[src/rtl/apb_master_bridge.sv]
// APB3 requester bridge: valid/ready command in, one SETUP/ACCESS transfer out,
// PRDATA/PSLVERR returned on a valid/ready response channel; ACCESS bounded by a timeout.
module apb_master_bridge #(
    parameter int unsigned ADDR_WIDTH = 32,
    parameter int unsigned DATA_WIDTH = 32,
    parameter int unsigned TIMEOUT    = 256
) (
    input  logic                  PCLK,
    input  logic                  PRESET,
    input  logic                  cmd_valid,
    output logic                  cmd_ready,
    input  logic [ADDR_WIDTH-1:0] cmd_addr,
    input  logic                  cmd_write,
    input  logic [DATA_WIDTH-1:0] cmd_wdata,
    output logic                  rsp_valid,
    input  logic                  rsp_ready,
    output logic [DATA_WIDTH-1:0] rsp_rdata,
    output logic                  rsp_err,
    output logic                  PSEL,
    output logic                  PENABLE,
    output logic [ADDR_WIDTH-1:0] PADDR,
    output logic                  PWRITE,
    output logic [DATA_WIDTH-1:0] PWDATA,
    input  logic [DATA_WIDTH-1:0] PRDATA,
    input  logic                  PREADY,
    input  logic                  PSLVERR
);

    // A zero-width counter is illegal, so the disabled case keeps one bit.
    localparam int unsigned      CNT_W    = (TIMEOUT > 0) ? $clog2(TIMEOUT + 1) : 1;
    localparam bit               TO_EN    = (TIMEOUT != 0);
    localparam logic [CNT_W-1:0] CNT_LAST = CNT_W'((TIMEOUT > 0) ? TIMEOUT - 1 : 0);
    localparam logic [CNT_W-1:0] CNT_MAX  = '1;
    localparam logic [CNT_W-1:0] CNT_ONE  = CNT_W'(1);

    typedef enum logic [1:0] {
        IDLE   = 2'd0,
        SETUP  = 2'd1,
        ACCESS = 2'd2,
        RESP   = 2'd3
    } state_t;

    state_t                state_q;
    logic [CNT_W-1:0]      cnt_q;
    logic                  psel_q;
    logic                  penable_q;
    logic [ADDR_WIDTH-1:0] paddr_q;
    logic                  pwrite_q;
    logic [DATA_WIDTH-1:0] pwdata_q;
    logic                  rsp_valid_q;
    logic [DATA_WIDTH-1:0] rsp_rdata_q;
    logic                  rsp_err_q;

    always_ff @(posedge PCLK) begin
        if (PRESET) begin
            state_q     <= IDLE;
            cnt_q       <= '0;
            psel_q      <= 1'b0;
            penable_q   <= 1'b0;
            paddr_q     <= '0;
            pwrite_q    <= 1'b0;
            pwdata_q    <= '0;
            rsp_valid_q <= 1'b0;
            rsp_rdata_q <= '0;
            rsp_err_q   <= 1'b0;
        end else begin
            case (state_q)
                IDLE: begin
                    if (cmd_valid) begin
                        paddr_q   <= cmd_addr;
                        pwrite_q  <= cmd_write;
                        pwdata_q  <= cmd_write ? cmd_wdata : '0;
                        psel_q    <= 1'b1;
                        penable_q <= 1'b0;
                        state_q   <= SETUP;
                    end
                end
                SETUP: begin
                    penable_q <= 1'b1;
                    cnt_q     <= '0;
                    state_q   <= ACCESS;
                end
                ACCESS: begin
                    // PREADY is checked first so a completion in the last allowed cycle wins.
                    if (PREADY) begin
                        rsp_rdata_q <= pwrite_q ? '0 : PRDATA;
                        rsp_err_q   <= PSLVERR;
                        psel_q      <= 1'b0;
                        penable_q   <= 1'b0;
                        rsp_valid_q <= 1'b1;
                        state_q     <= RESP;
                    end else if (TO_EN && cnt_q == CNT_LAST) begin
                        rsp_rdata_q <= '0;
                        rsp_err_q   <= 1'b1;
                        psel_q      <= 1'b0;
                        penable_q   <= 1'b0;
                        rsp_valid_q <= 1'b1;
                        state_q     <= RESP;
                    end else if (cnt_q != CNT_MAX) begin
                        cnt_q <= cnt_q + CNT_ONE;
                    end
                end
                RESP: begin
                    if (rsp_ready) begin
                        rsp_valid_q <= 1'b0;
                        state_q     <= IDLE;
                    end
                end
                default: state_q <= IDLE;
            endcase
        end
    end

    assign cmd_ready = (state_q == IDLE);
    assign PSEL      = psel_q;
    assign PENABLE   = penable_q;
    assign PADDR     = paddr_q;
    assign PWRITE    = pwrite_q;
    assign PWDATA    = pwdata_q;
    assign rsp_valid = rsp_valid_q;
    assign rsp_rdata = rsp_rdata_q;
    assign rsp_err   = rsp_err_q;

endmodule

[config.mk]
export PLATFORM = sky130hd
export DESIGN_NAME = apb_master_bridge
export DESIGN_NICKNAME = d
export VERILOG_FILES = /design/src/rtl/apb_master_bridge.sv
export SDC_FILE = /design/constraint.sdc
export NUM_CORES = 1
export LEC_CHECK = 0
export ABC_AREA = 1
export CAP_MARGIN = 20
export CORE_MARGIN = 2
export CORE_UTILIZATION = 41
export CTS_CLUSTER_SIZE = 12
export DETAILED_ROUTE_END_ITERATION = 6
export PLACE_DENSITY = 0.83
export SYNTH_ARGS = -nofsm -noshare
export SYNTH_HDL_FRONTEND = slang
export SYNTH_SLANG_ARGS = --single-unit
[constraint.sdc]
create_clock -name PCLK -period 2.4 [get_ports PCLK]
set_input_delay 0.48 -clock PCLK [delete_from_list [all_inputs] [get_ports PCLK]]
set_output_delay 0.48 -clock PCLK [all_outputs]
set_load 0.01 [all_outputs]
### After elaboration in Yosys (flattened, before gate mapping)

Index checks and enable logic that the tools add are counted.

* memories kept: 0
* latch bits: 0
* bits in writable memories: 0
* register bits after elaboration: 112
* memory bits (read-only): 0
* word-level logic and storage cells: 59
* output and inout port bits: 102

* equal/unequal tests: 11
* shift operators: 0
* $mul: 0
* mux-type cells: 24
* order comparisons: 0
* $add $sub $neg: 1
* bitwise gates (word level): 0
* reduce and logical (&&, ||, !) cells: 13
* div/mod/pow operators: 0

Operators with widths (count)
* $mux W32: 4
* $mux W9: 3
* $pmux W9 S2: 1
* $reduce_and A3 Y1: 4
* $ne A2 B2 Y1 const B: 5
* $add A9 B1 Y9 const B: 1
* $eq A9 B8 Y1 const B: 1
* $ne A9 B9 Y1 const B: 1
* $mux W1: 8
* $mux W2: 4
* $pmux W2 S4: 1
* $reduce_bool A2 Y1: 4
* $eq A2 B2 Y1 const B: 2
* $pmux W1 S2: 2
* $reduce_and A2 Y1: 2
* $reduce_and A4 Y1: 1
* $ne A3 B3 Y1 const B: 1
* $pmux W1 S3: 1
* $reduce_bool A3 Y1: 1
* $eq A2 B1 Y1 const B: 1
* $logic_not A2 Y1: 1

### Logic depth before layout (Yosys ltp)

* depth in word-level cells: 5
* depth in mapped cells: 14

### Worst setup path before layout

OpenSTA, ideal clock, no wires.

* path kind: flip-flop to flip-flop
* from: register cnt_q[0]
* to: register rsp_rdata_q[10] (netlist: rsp_rdata[10])
* arrival time: 1.607 ns
* buffers on the path: 2
* library setup time: 0.128 ns
* stages on the path, launching flop included: 13
* setup slack: 0.665 ns
* data required time: 2.272 ns
* cells stage by stage: dfxtp_1 > ha_1 > nand2_1 > inv_1 > nand2_1 > nor3_1 > ha_1 > nor2_2 > nor2_4 > buf_6 > buf_4 > o21ai_1 > nor2_1

* longest elaborated chain between the ends: 3

RTL lines
* start, declared: line 44 `logic [CNT_W-1:0] cnt_q;`
* start signal, assigned: line 100 `cnt_q <= cnt_q + CNT_ONE;`
* $eq A9 B8 Y1: line 92 `end else if (TO_EN && cnt_q == CNT_LAST) begin`
* $reduce_bool A2 Y1 (no source line)
* $reduce_and A2 Y1 (no source line)
* end signal, assigned: line 86 `rsp_rdata_q <= pwrite_q ? '0 : PRDATA;`
* end, declared: line 51 `logic [DATA_WIDTH-1:0] rsp_rdata_q;`

No other way between the ends.
A chain may end at the register's enable or synchronous reset.

### Final worst setup path

* from: register state_q[1]
* to: output port cmd_ready

* longest elaborated chain between the ends: 1

RTL lines
* start, declared: line 43 `state_t state_q;`
* start signal, assigned: line 56 `state_q <= IDLE;`
* start signal, assigned: line 75 `state_q <= SETUP;`
* start signal, assigned: line 81 `state_q <= ACCESS;`
* $logic_not A2 Y1: line 114 `assign cmd_ready = (state_q == IDLE);`
* end, declared: line 11 `output logic cmd_ready,`

No other way between the ends.

==> results <==
==> final cells by class <==
type                       instances  share of cell area
timing repair buffer             212               0.315
clock inverter                     7              0.0129
inverter                          58              0.0325
clock buffer                       9              0.0185
tap                              136              0.0254
sequential                       112               0.335
multi-input combinational        385               0.261
==> Yosys cell counts <==
cell type / instances
or2_1: 1
o21ai_2: 2
nand3b_1: 1
nor3_1: 3
nor2_4: 1
dfxtp_1: 112
inv_1: 55
ha_1: 8
o21ai_1: 59
buf_1: 1
nand3_2: 1
o21ai_0: 40
nand3_1: 5
or2_4: 1
buf_4: 6
nand2_2: 3
nor2_2: 2
clkbuf_1: 11
nand2_1: 100
inv_2: 3
clkbuf_2: 1
a21oi_1: 41
buf_2: 11
buf_6: 4
nor2_1: 116
and3_1: 1
==> layer usage <==
layer  vias up  wire length [µm]
li1       2232                 -
met1      2014              4880
met2       192              5600
met3        20              1360
met4         0               207
met5         -                 0
==> metrics by stage <==
step	setup WS, ns	area, µm²	utilization	power [W]
floorplan	0.665	4410	-	0.00370
global placement	0.441	6490	0.626	0.00473
detailed placement	0.275	6490	0.626	0.00481
CTS	0.224	6700	0.646	0.00601
global route	0.0984	6700	0.646	0.00635
finish	0.276	6700	0.646	0.00595
==> worst max-delay path by stage <==
stage,startpoint,endpoint,cells past startpoint
5_1_grt,cnt_q[0],rsp_rdata[31],12
2_1_floorplan,cnt_q[0],rsp_rdata[10],12
6_report,state_q[1],cmd_ready,3
3_5_place_dp,cnt_q[0],rsp_rdata[31],12
3_3_place_gp,cnt_q[0],cnt_q[6],14
4_1_cts,state_q[1],cmd_ready,3
==> worst min-delay path: stages, from the launching register on <==
cell and delay (ns):
dfxtp_1 0.33, nand2_1 0.06, a21oi_1 0.05
==> flip-flops by register name (all words and copies together), names as in the netlist <==
register   flops
rsp_valid      1
PADDR         32
state_q        2
rsp_err        1
cnt_q          9
PWRITE         1
rsp_rdata     32
PENABLE        1
PSEL           1
PWDATA        32
==> cells by family (layout without fill, tap and decap cells) <==
group / count (synthesis) / after routing / share of synthesized area
adders and majority gates: 8 / 8 / 0.0227
buffers and inverters: 92 / 286 / 0.0937
DFF: 112 / 112 / 0.509
and+or+nand+nor: 235 / 235 / 0.212
AOI/OAI and AO/OA: 142 / 142 / 0.163
==> power breakdown <==
group | switching (W) | total [W] | internal [W]
Sequential | 0.000206 | 0.00243 | 0.00223
Clock | 0.000677 | 0.00118 | 0.000507
Combinational | 0.00118 | 0.00233 | 0.00115
==> reports/metrics.yaml <==
status: "finished clean"
tightest_slew_ns: 0.711
worstHoldEndpoint: "PSEL"
slew_viol_final: 0
clock_latency_ns: 0.37
grt_overflow: 0
ctsResizeCount: 0
netlist_area_um2: 4410
dp.cells: 903
routedWlPerCell_um: 13.1
drc: 0
grt_pass1_wl_mm: 19.4
skew_ns: 0.0105
synth_area_per_cell_um2: 7.48
dieArea_um2: 11600
cts_setup_buffers: 0
ir_drop_v: 0.000447
dr.pass1.iters: 5
cp_data_required_time_ns: 1.92
coreArea_um2: 10400
cts_tree: "built"
cts_buffer_depth: 2
grt_max_degree: 72
die_h_um: 108
r2r_start: "cnt_q[0]"
cp_slowest_cell: "clkdlybuf4s50_1"
fin_nets: 889
syn_inst: 589
final_common_cell: "clkdlybuf4s50_1"
cts_hold_buf: 0
pin_count: 205
whs_path_depth: 2
crit_type: "flip-flop to output pin"
r2r_slack_ns: 0.30
layout.cells.most_common_list: "203 x clkdlybuf4s50_1, 116 x nor2_1, 112 x dfxtp_1, 100 x nand2_1, 59 x o21ai_1"
fillCellCount: 886
ys_ff_latch: 112
grtUsageMet2: 0.352
die_w_um: 108
grt_use_met1: 0.237
multi_input_area_um2: 1750
hpwl_mm: 8.82
antenna_left: 0
gp_congestion: 0.801
cap_violations: 0
grt_pass1_vias: 4212
grt_util_all_layers: 0.206
fin_crit_ns: 2.12
drt_iter0_drc: 270
yosysTopAreaCellShare: 0.509
clkTransAtPathRegs_ns: 0.11
critPathLaunchType: "flip-flop"
layoutNonFillerInstCount: 919
port_buffers: 204
power_density_nw_per_um2: 888
ff_latch_area_um2: 2240
hold_slack_ns: 0.470
synth_area_leaders: "dfxtp_1 51%, nor2_1 9.9%, nand2_1 8.5%"
ys_seq_area_frac: 0.509
synth_cell_types: 26
fin_tns_setup_ns: 0
yosys.area.top_type: "dfxtp_1"
crit_family: "buffers and inverters"
critPathBufInv: 2
rows: 37
drive_above_1_share: 0.0485
cts_sinks: 112
root_buffer: "clkbuf_8"
use_met3: 0.0745
antenna_found_initial: 0
hold_viol_final: 0
cpPeakStageDelay_ns: 0.59
route.vias.total: 4458
rsz0062_at_grt: "no"
power.leakage_nw: 2.68
hold_start: "PSEL"
area_growth_pct: 52.1
yosys_warnings: 0
crit_fanout: 4
wirelength_mm: 12.0
timing.fmax_mhz: 471
cp_data_arrival_time_ns: 1.64
diodes: 0
min_period_over_period: 0.885
hp-class: "flip-flop to flip-flop"
ff2ff_path_depth: 12
initial_core_util: 0.425
path_cells: "inv_1 -> ha_1 -> clkdlybuf4s50_1"
worstSetupEndpointType: "output pin"
vias_per_cell: 4.85
synth_fp_nets: 700
htreeDepth: 3
top_usage_layer: "met2"
setup_viol_count_final: 0
numCtsBuffers: 9
slew_headroom: 0.526
r2r_end: "rsp_rdata[31]"
No activity file was read; power rests on OpenSTA's default activity.
